**config.mk**
```make
export PLATFORM = sky130hd
export DESIGN_NAME = demux_1x2_stream_flat
export DESIGN_NICKNAME = d
export VERILOG_FILES = /design/src/rtl/demux_1x2_stream_if.sv /design/src/rtl/demux_1x2_stream.sv /design/src/flat_wrapper.sv
export SDC_FILE = /design/constraint.sdc
export NUM_CORES = 1
export LEC_CHECK = 0
export BUFFER_PORTS_ARGS = -buffer_cell sky130_fd_sc_hd__buf_4
export CORE_UTILIZATION = 40
export CTS_CLUSTER_DIAMETER = 50
export DETAILED_ROUTE_END_ITERATION = 7
export PLACE_DENSITY = 0.77
export SLEW_MARGIN = 10
export SYNTH_ARGS = -nofsm -noshare
export SYNTH_HDL_FRONTEND = slang
export SYNTH_SLANG_ARGS = --single-unit
```
**constraint.sdc**
```tcl
create_clock -name clk -period 1.3 [get_ports clk]
set_input_delay 0.26 -clock clk [delete_from_list [all_inputs] [get_ports clk]]
set_output_delay 0.26 -clock clk [all_outputs]
set_load 0.02 [all_outputs]
```
**src/rtl/demux_1x2_stream_if.sv**
```systemverilog
// Stream bundle for demux_1x2_stream: one valid/ready input stream carrying
// a per-word select bit, and two valid/ready output streams.
// The broadcast input is present only when DEMUX_BCAST_EN is defined.
interface demux_1x2_stream_if #(
  parameter int WIDTH = 8
);
  logic [WIDTH-1:0] in_data;
  logic             in_sel;
  logic             in_valid;
  logic             in_ready;
`ifdef DEMUX_BCAST_EN
  logic             in_bcast;
`endif
  logic [WIDTH-1:0] out0_data;
  logic             out0_valid;
  logic             out0_ready;
  logic [WIDTH-1:0] out1_data;
  logic             out1_valid;
  logic             out1_ready;

  // Environment side: drives the source stream and both sink readys.
  modport master (
    output in_data, in_sel, in_valid,
`ifdef DEMUX_BCAST_EN
    output in_bcast,
`endif
    input  in_ready,
    input  out0_data, out0_valid, output out0_ready,
    input  out1_data, out1_valid, output out1_ready
  );

  // Demux side: consumes the source stream, drives both output slots.
  modport slave (
    input  in_data, in_sel, in_valid,
`ifdef DEMUX_BCAST_EN
    input  in_bcast,
`endif
    output in_ready,
    output out0_data, out0_valid, input out0_ready,
    output out1_data, out1_valid, input out1_ready
  );
endinterface

```
**src/rtl/demux_1x2_stream.sv**
```systemverilog
// Registered 1-to-2 stream demultiplexer. Each word from the source is
// steered by in_sel into a one-entry slot on port 0 or port 1 and held there
// until that port's sink accepts it. Each port counts delivered words.
// Optional feature macro: DEMUX_BCAST_EN adds in_bcast, which loads the same
// word into both slots when both can take it.
module demux_1x2_stream #(
  parameter int WIDTH = 8,
  parameter int CNT_W = 16
) (
  input  logic             clk,
  input  logic             rst,
  demux_1x2_stream_if.slave bus,
  output logic [CNT_W-1:0] cnt0,
  output logic [CNT_W-1:0] cnt1
);

  typedef enum logic {EMPTY = 1'b0, FULL = 1'b1} slot_state_t;

  logic [1:0]       out_ready;
  logic [1:0]       slot_full;
  logic [1:0]       slot_free;
  logic [1:0]       drain;
  logic [1:0]       load_next;
  logic             in_ready_next;
  logic [WIDTH-1:0] slot_data [2];
  logic [CNT_W-1:0] slot_cnt  [2];

  assign out_ready = {bus.out1_ready, bus.out0_ready};

  // Source acceptance: ready depends combinationally on the targeted slot(s),
  // so a full slot draining this cycle can be refilled on the same edge.
  always_comb begin
    in_ready_next = slot_free[bus.in_sel];
    load_next     = 2'b00;
`ifdef DEMUX_BCAST_EN
    if (bus.in_bcast) begin
      in_ready_next = &slot_free;
      load_next     = {2{bus.in_valid && in_ready_next}};
    end else begin
      load_next[0] = bus.in_valid && in_ready_next && !bus.in_sel;
      load_next[1] = bus.in_valid && in_ready_next &&  bus.in_sel;
    end
`else
    load_next[0] = bus.in_valid && in_ready_next && !bus.in_sel;
    load_next[1] = bus.in_valid && in_ready_next &&  bus.in_sel;
`endif
  end

  generate
    for (genvar gi = 0; gi < 2; gi++) begin : g_port
      slot_state_t      state_reg;
      logic [WIDTH-1:0] data_reg;
      logic [CNT_W-1:0] cnt_reg;

      assign slot_full[gi] = (state_reg == FULL);
      assign drain[gi]     = slot_full[gi] && out_ready[gi];
      assign slot_free[gi] = !slot_full[gi] || out_ready[gi];
      assign slot_data[gi] = data_reg;
      assign slot_cnt[gi]  = cnt_reg;

      // Slot FSM: a load always wins (fills or refills), otherwise a drain
      // empties the slot; data only changes on a load. Reset discards the
      // held word and suppresses counting of any handshake in that cycle.
      always_ff @(posedge clk) begin
        if (rst) begin
          state_reg <= EMPTY;
          data_reg  <= '0;
          cnt_reg   <= '0;
        end else begin
          case (state_reg)
            EMPTY: begin
              if (load_next[gi]) begin
                state_reg <= FULL;
                data_reg  <= bus.in_data;
              end
            end
            FULL: begin
              if (load_next[gi]) begin
                data_reg <= bus.in_data;
              end else if (drain[gi]) begin
                state_reg <= EMPTY;
              end
            end
            default: state_reg <= EMPTY;
          endcase
          if (drain[gi]) begin
            cnt_reg <= cnt_reg + CNT_W'(1);
          end
        end
      end
    end
  endgenerate

  assign bus.in_ready   = in_ready_next;
  assign bus.out0_valid = slot_full[0];
  assign bus.out1_valid = slot_full[1];
  assign bus.out0_data  = slot_data[0];
  assign bus.out1_data  = slot_data[1];
  assign cnt0           = slot_cnt[0];
  assign cnt1           = slot_cnt[1];

endmodule

```
**src/flat_wrapper.sv**
```systemverilog
// flat-port wrapper written by rule: the top's interface ports become plain ports
module demux_1x2_stream_flat 
#(
  parameter int WIDTH = 8,
  parameter int CNT_W = 16
)
  (clk, rst, cnt0, cnt1, bus_in_data, bus_in_sel, bus_in_valid, bus_in_ready, bus_out0_data, bus_out0_valid, bus_out0_ready, bus_out1_data, bus_out1_valid, bus_out1_ready);
  demux_1x2_stream_if #(.WIDTH(WIDTH)) bus_i ();
  input  logic clk;
  input  logic rst;
  output logic [CNT_W-1:0] cnt0;
  output logic [CNT_W-1:0] cnt1;
  input wire logic [$bits(bus_i.in_data)-1:0] bus_in_data;
  input wire logic [$bits(bus_i.in_sel)-1:0] bus_in_sel;
  input wire logic [$bits(bus_i.in_valid)-1:0] bus_in_valid;
  output wire logic [$bits(bus_i.in_ready)-1:0] bus_in_ready;
  output wire logic [$bits(bus_i.out0_data)-1:0] bus_out0_data;
  output wire logic [$bits(bus_i.out0_valid)-1:0] bus_out0_valid;
  input wire logic [$bits(bus_i.out0_ready)-1:0] bus_out0_ready;
  output wire logic [$bits(bus_i.out1_data)-1:0] bus_out1_data;
  output wire logic [$bits(bus_i.out1_valid)-1:0] bus_out1_valid;
  input wire logic [$bits(bus_i.out1_ready)-1:0] bus_out1_ready;
  assign bus_i.in_data = bus_in_data;
  assign bus_i.in_sel = bus_in_sel;
  assign bus_i.in_valid = bus_in_valid;
  assign bus_in_ready = bus_i.in_ready;
  assign bus_out0_data = bus_i.out0_data;
  assign bus_out0_valid = bus_i.out0_valid;
  assign bus_i.out0_ready = bus_out0_ready;
  assign bus_out1_data = bus_i.out1_data;
  assign bus_out1_valid = bus_i.out1_valid;
  assign bus_i.out1_ready = bus_out1_ready;
  demux_1x2_stream #(.WIDTH(WIDTH), .CNT_W(CNT_W)) u_core (.clk(clk), .rst(rst), .bus(bus_i), .cnt0(cnt0), .cnt1(cnt1));
endmodule
```
Word-level counts from Yosys, hierarchy flattened
Index checks and enable logic that the tools add are counted.

Reductions and logical operators: 10. Bitwise gates (word level): 2. Add/sub/neg operators: 2. Mux-type cells: 12. Magnitude comparators: 1.

Operator list (number): 16-bit by 1-bit adder with 16-bit output (second input constant) (2); 8-bit 2-to-1 mux (2); 1-bit 2-to-1 mux (8); 1-bit logical AND (5); 1-bit one-hot mux with 2 select lines (2); 1-bit logical NOT (3); 1-bit logical OR (2); 1-bit by 2-bit < comparator with 1-bit output (second input constant) (1); 1-bit inverter (2).

Logic and storage cells: 33. Output and inout port bits: 51. Flip-flop bits (word level): 50. Input port bits: 14.

Depth between registers and ports, before layout
Depth after elaboration: 8. Mapped depth: 5. Gate-level depth less buffers: 5.

Worst setup path after synthesis
No wires, ideal clock.

Path kind: register to register. From: register u_core.g_port[0].state_reg, in the netlist u_core.bus.out0_valid. To: register u_core.g_port[0].cnt_reg[13], in the netlist u_core.cnt0[13]. Clock period less this slack: 1566 ps. Library setup time: 70 ps. Slack: -266 ps. Stages on the path, launching flop included: 6. Buffers on the path: 1. Arrival: 1495 ps. Required time: 1230 ps. Cells stage by stage: dfxtp_1 -> and4_1 -> buf_6 -> nand2_4 -> or4_1 -> a21oi_1.

Cells in the longest elaborated chain, start to end: 1.

RTL lines: start, declared (line demux_1x2_stream.sv:51) `slot_state_t state_reg;`; start signal, assigned (line demux_1x2_stream.sv:66) `state_reg <= EMPTY;`; start signal, assigned (line demux_1x2_stream.sv:73) `state_reg <= FULL;`; start signal, assigned (line demux_1x2_stream.sv:81) `state_reg <= EMPTY;`; 1-bit logical AND (line demux_1x2_stream.sv:56) `assign drain[gi] = slot_full[gi] && out_ready[gi];`; end signal, assigned (line demux_1x2_stream.sv:87) `cnt_reg <= cnt_reg + CNT_W'(1);`; end, declared (line demux_1x2_stream.sv:53) `logic [CNT_W-1:0] cnt_reg;`.

Every way passes these cells. A chain may end at the register's enable or synchronous reset.

Worst setup path after layout
From: register u_core.g_port[0].state_reg, in the netlist u_core.bus.out0_valid. To: output bus_in_ready.

Cells in the longest elaborated chain, start to end: 4.

RTL lines: 1-bit logical NOT (line demux_1x2_stream.sv:57) `assign slot_free[gi] = !slot_full[gi] || out_ready[gi];`; 1-bit logical OR (line demux_1x2_stream.sv:57); 1-bit 2-to-1 mux (not written as such) (2 in series) (line demux_1x2_stream.sv:33) `in_ready_next = slot_free[bus.in_sel];`; end, declared (line flat_wrapper.sv:16) `output wire logic [$bits(bus_i.in_ready)-1:0] bus_in_ready;`.

Every way passes these cells. The select of a mux whose other input is x is not followed.

==> flow_summary_export.csv <==
group,metric,value,unit
status,outcome,"finished, violations left",
status,failed_checks,"setup timing",
pwr,p_leak,1.54,nW
global_routing,grt_first_pass_wirelength,8.46,mm
synthesis,async_flop_share,0,%
critical_path,crit_fanout,2,
floorplan,core_area,0.00485,mm2
critical_path,critPathKind,"flip-flop to primary output",
synthesis,syn_inst,225,
synthesis,synth_compound_area_share,6.02,%
placement,portBuffers,64,
critical_path,cp.required,1.04,ns
critical_path,start_kind,"flip-flop",
synthesis,synth_adder_area_share,1.20,%
placement,place.gp.congestion,0.766,
synthesis,yosysSeqAreaShare,48.1,%
min_path,hold_depth,3,
floorplan,dieArea,0.00549,mm2
clock_network,cts_tree,"done",
detailed_routing,vias,2072,
critical_path,critPathMostFrequentCell,"buf_6",
synthesis,synth_edf_count,0,
synthesis,ys_ff_latch,50,
detailed_routing,routedWlPerCell,13.8,um
timing,min_period_over_period,112,%
detailed_routing,via_per_inst,5.07,
clock_network,clk-insertion-delay-late,0.30,ns
finish,num_antenna_cells,0,
clock_network,cts.sinks,50,
synthesis,synth_top_family_by_area,"simple AND/OR/NAND/NOR gates",
min_path,min_from,"bus_in_data[7]",
synthesis,synth_nets,241,
timing,whs,0.190,ns
timing,setup_violations,18,
synthesis,synth_top_flop_cell,"dfxtp_1",
pwr,vdd_ir_drop_max,0.687,mV
placement,dp_hpwl,3.70,mm
critical_path,critPathCaptureType,"primary output",
synthesis,ys_warn_count,0,
floorplan,die_h,74.1,um
timing,slew_headroom,81.6,%
global_routing,antenna_found_initial,0,
pwr,pwr-share-comb,9.9,%
critical_path,path_cells,"buf_6 > nand2b_4 > mux2_4 > buf_6",
min_path,hold_path_class,"primary input to flip-flop",
pwr,pwr-share-seq,52.9,%
global_routing,grt_max_degree,38,
clock_network,cts-htree-levels,2,
critical_path,r2r-end,"u_core.cnt1[12]",
synthesis,synth_xor_area_share,8.42,%
clock_network,clk_pin_slew,0.09,ns
detailed_routing,drc,0,
floorplan,start_util,42.9,%
finish,drive_gt1_share,52.0,%
critical_path,arrival,1.20,ns
pwr,power_density,869,mW/mm2
clock_network,cts_root_buf,"clkbuf_8",
global_routing,grt_use_total,19.8,%
global_routing,grt_overflow_total,0,
critical_path,r2r_setup_slack,-0.11,ns
timing,tns,-0.942,ns
synthesis,yosysMostFrequentCell,"dfxtp_1",
detailed_routing,drtIter0Drc,112,
synthesis,synth.top_cells.by_count,"dfxtp_1 (50), nor2_1 (36), mux2i_1 (16), xor2_1 (16), a21oi_1 (14)",
synthesis,synth.distinct_cells,30,
synthesis,synth-simple-area-share,24.5,%
pwr,intPower,2.26,mW
timing,slew_viol_final,0,
timing,fmax,0.685,GHz
critical_path,r2r_cells,5,
finish,area_growth,62.8,%
critical_path,cp_slowest_cell,"dfxtp_4",
critical_path,r2r-start,"u_core.cnt1[4]",
clock_network,cts_hold_buf,0,
detailed_routing,firstDrtPassIters,4,
timing,fin_ws,-0.159,ns
clock_network,cts_buffer_depth,2,
pwr,clockPowerShare,37.2,%
timing,worst_slew_pin_slew,0.273,ns
detailed_routing,ant_nets,0,
pwr,swShare,23.3,%
pwr,total_power,2.94,mW
global_routing,grt_pass1_vias,1893,
detailed_routing,wirelength,5.66,mm
floorplan,fp-row-count,25,
floorplan,die_x,74.1,um
floorplan,ios,65,
synthesis,synthMuxAreaShare,8.24,%
timing,rsz0062_at_grt,"true",
synthesis,synth.largest_area_cell,"dfxtp_1",
pwr,p_sw,686,uW
timing,hold_viol_final,0,
critical_path,critPathMaxStageDelay,0.35,ns
synthesis,synth.cell_area,0.00208,mm2
finish,final_nets,357,
synthesis,synth_top_cells_by_area,"dfxtp_1 (48%), mux2i_1 (7.7%), xor2_1 (6.7%)",
run,drv_cap,0,
synthesis,postSynthAreaPerCell,9.24,um2
clock_network,cts_inserted_buffers,5,
timing,min_period,1.46,ns
synthesis,synth_top_area_share,48.1,%
timing,skew,0.00794,ns
min_path,hold_path_end,"u_core.bus.out0_data[7]",
==> routing by layer <==
metal | share of wire [%] | vias to the layer above | routed length [um] | track usage [%]
li1 | - | 1014 | - | -
met1 | 42 | 982 | 2380 | 24.1
met2 | 50 | 67 | 2830 | 34.1
met3 | 6.7 | 9 | 381 | 5.28
met4 | 1.2 | 0 | 68 | 5.77
met5 | 0 | - | 0 | 0
==> logic make-up after synthesis <==
family | after synthesis
compound gates | 24
xor+xnor | 20
fa+ha+maj | 2
buf+inv | 13
flops | 50
mux | 17
simple gates | 99
==> layout by cell type (no fill, tap or decap), types with 2 or more instances in the layout <==
cell type	instances
a21oi_1	10
a21oi_2	4
and2_1	2
and4_1	2
and4_4	3
buf_12	2
buf_4	108
buf_6	11
clkbuf_8	5
dfxtp_1	24
dfxtp_2	12
dfxtp_4	14
mux2i_1	15
nand2_1	10
nand2_2	2
nand3_1	9
nand4_1	12
nor2_1	36
nor3_4	2
nor4_4	2
o21ai_0	8
o31ai_1	2
or3_1	7
or4_1	2
xnor2_1	4
xor2_1	15
==> power groups by stage <==
stage                     combinational (mW)  sequential, mW  clock (mW)
final                                  0.292            1.56        1.09
after global routing                   0.313            1.56        1.17
after CTS                              0.280            1.56        1.12
after floorplan                       0.0900            1.64           0
after global placement                 0.257            1.60           0
after detailed placement               0.262            1.60           0
==> state kept, by name (all words and copies together) (netlist names) <==
register	count
u_core.bus.out0_valid	1
u_core.bus.out0_data	8
u_core.bus.out1_data	8
u_core.bus.out1_valid	1
u_core.cnt0	16
u_core.cnt1	16
==> stage by stage <==
step	cell area [um2]	worst slack [ns]	cells	utilization, %
floorplan	2150	-0.0997	225	-
global placement	2970	-0.103	386	61.2
detailed placement	2970	-0.138	386	61.2
CTS	3200	-0.157	401	66.0
global route	3390	-0.207	409	69.8
finish	3390	-0.159	409	69.8
==> how the worst max path moves through the flow <==
stage	start	end	cells past startpoint	slack (ns)
finish	u_core.bus.out0_valid	bus_in_ready	4	-0.16
global route	u_core.bus.out0_valid	bus_in_ready	4	-0.21
CTS	u_core.bus.out0_valid	bus_in_ready	4	-0.16
global placement	bus_out0_ready	u_core.cnt0[13]	5	-0.10
detailed placement	bus_out0_ready	u_core.cnt0[13]	5	-0.14
floorplan	u_core.bus.out0_valid	u_core.cnt0[13]	5	-0.1
==> area by class of cell <==
cell class | instances | area (um2)
fillers | 381 | 1460
multi-input cells | 162 | 1140
flip-flops and latches | 50 | 1070
repair buffers | 121 | 975
well taps | 67 | 83.8
clock buffers | 5 | 68.8
clock inverters | 3 | 43.8
inverters | 1 | 3.75
==> critical path: cells and delay by family, from the launching register on <==
family | cells | cell delay, ns
flops | 1 | 0.35
mux | 1 | 0.27
buf+inv | 2 | 0.23
simple gates | 1 | 0.05
==> repair_timing <==
action                     CTS  global route
pin swaps                    5            12
gates resized for setup     13            31
setup endpoints to repair   13            30
setup buffers                7             8
No activity file was read; power rests on OpenSTA's default activity.
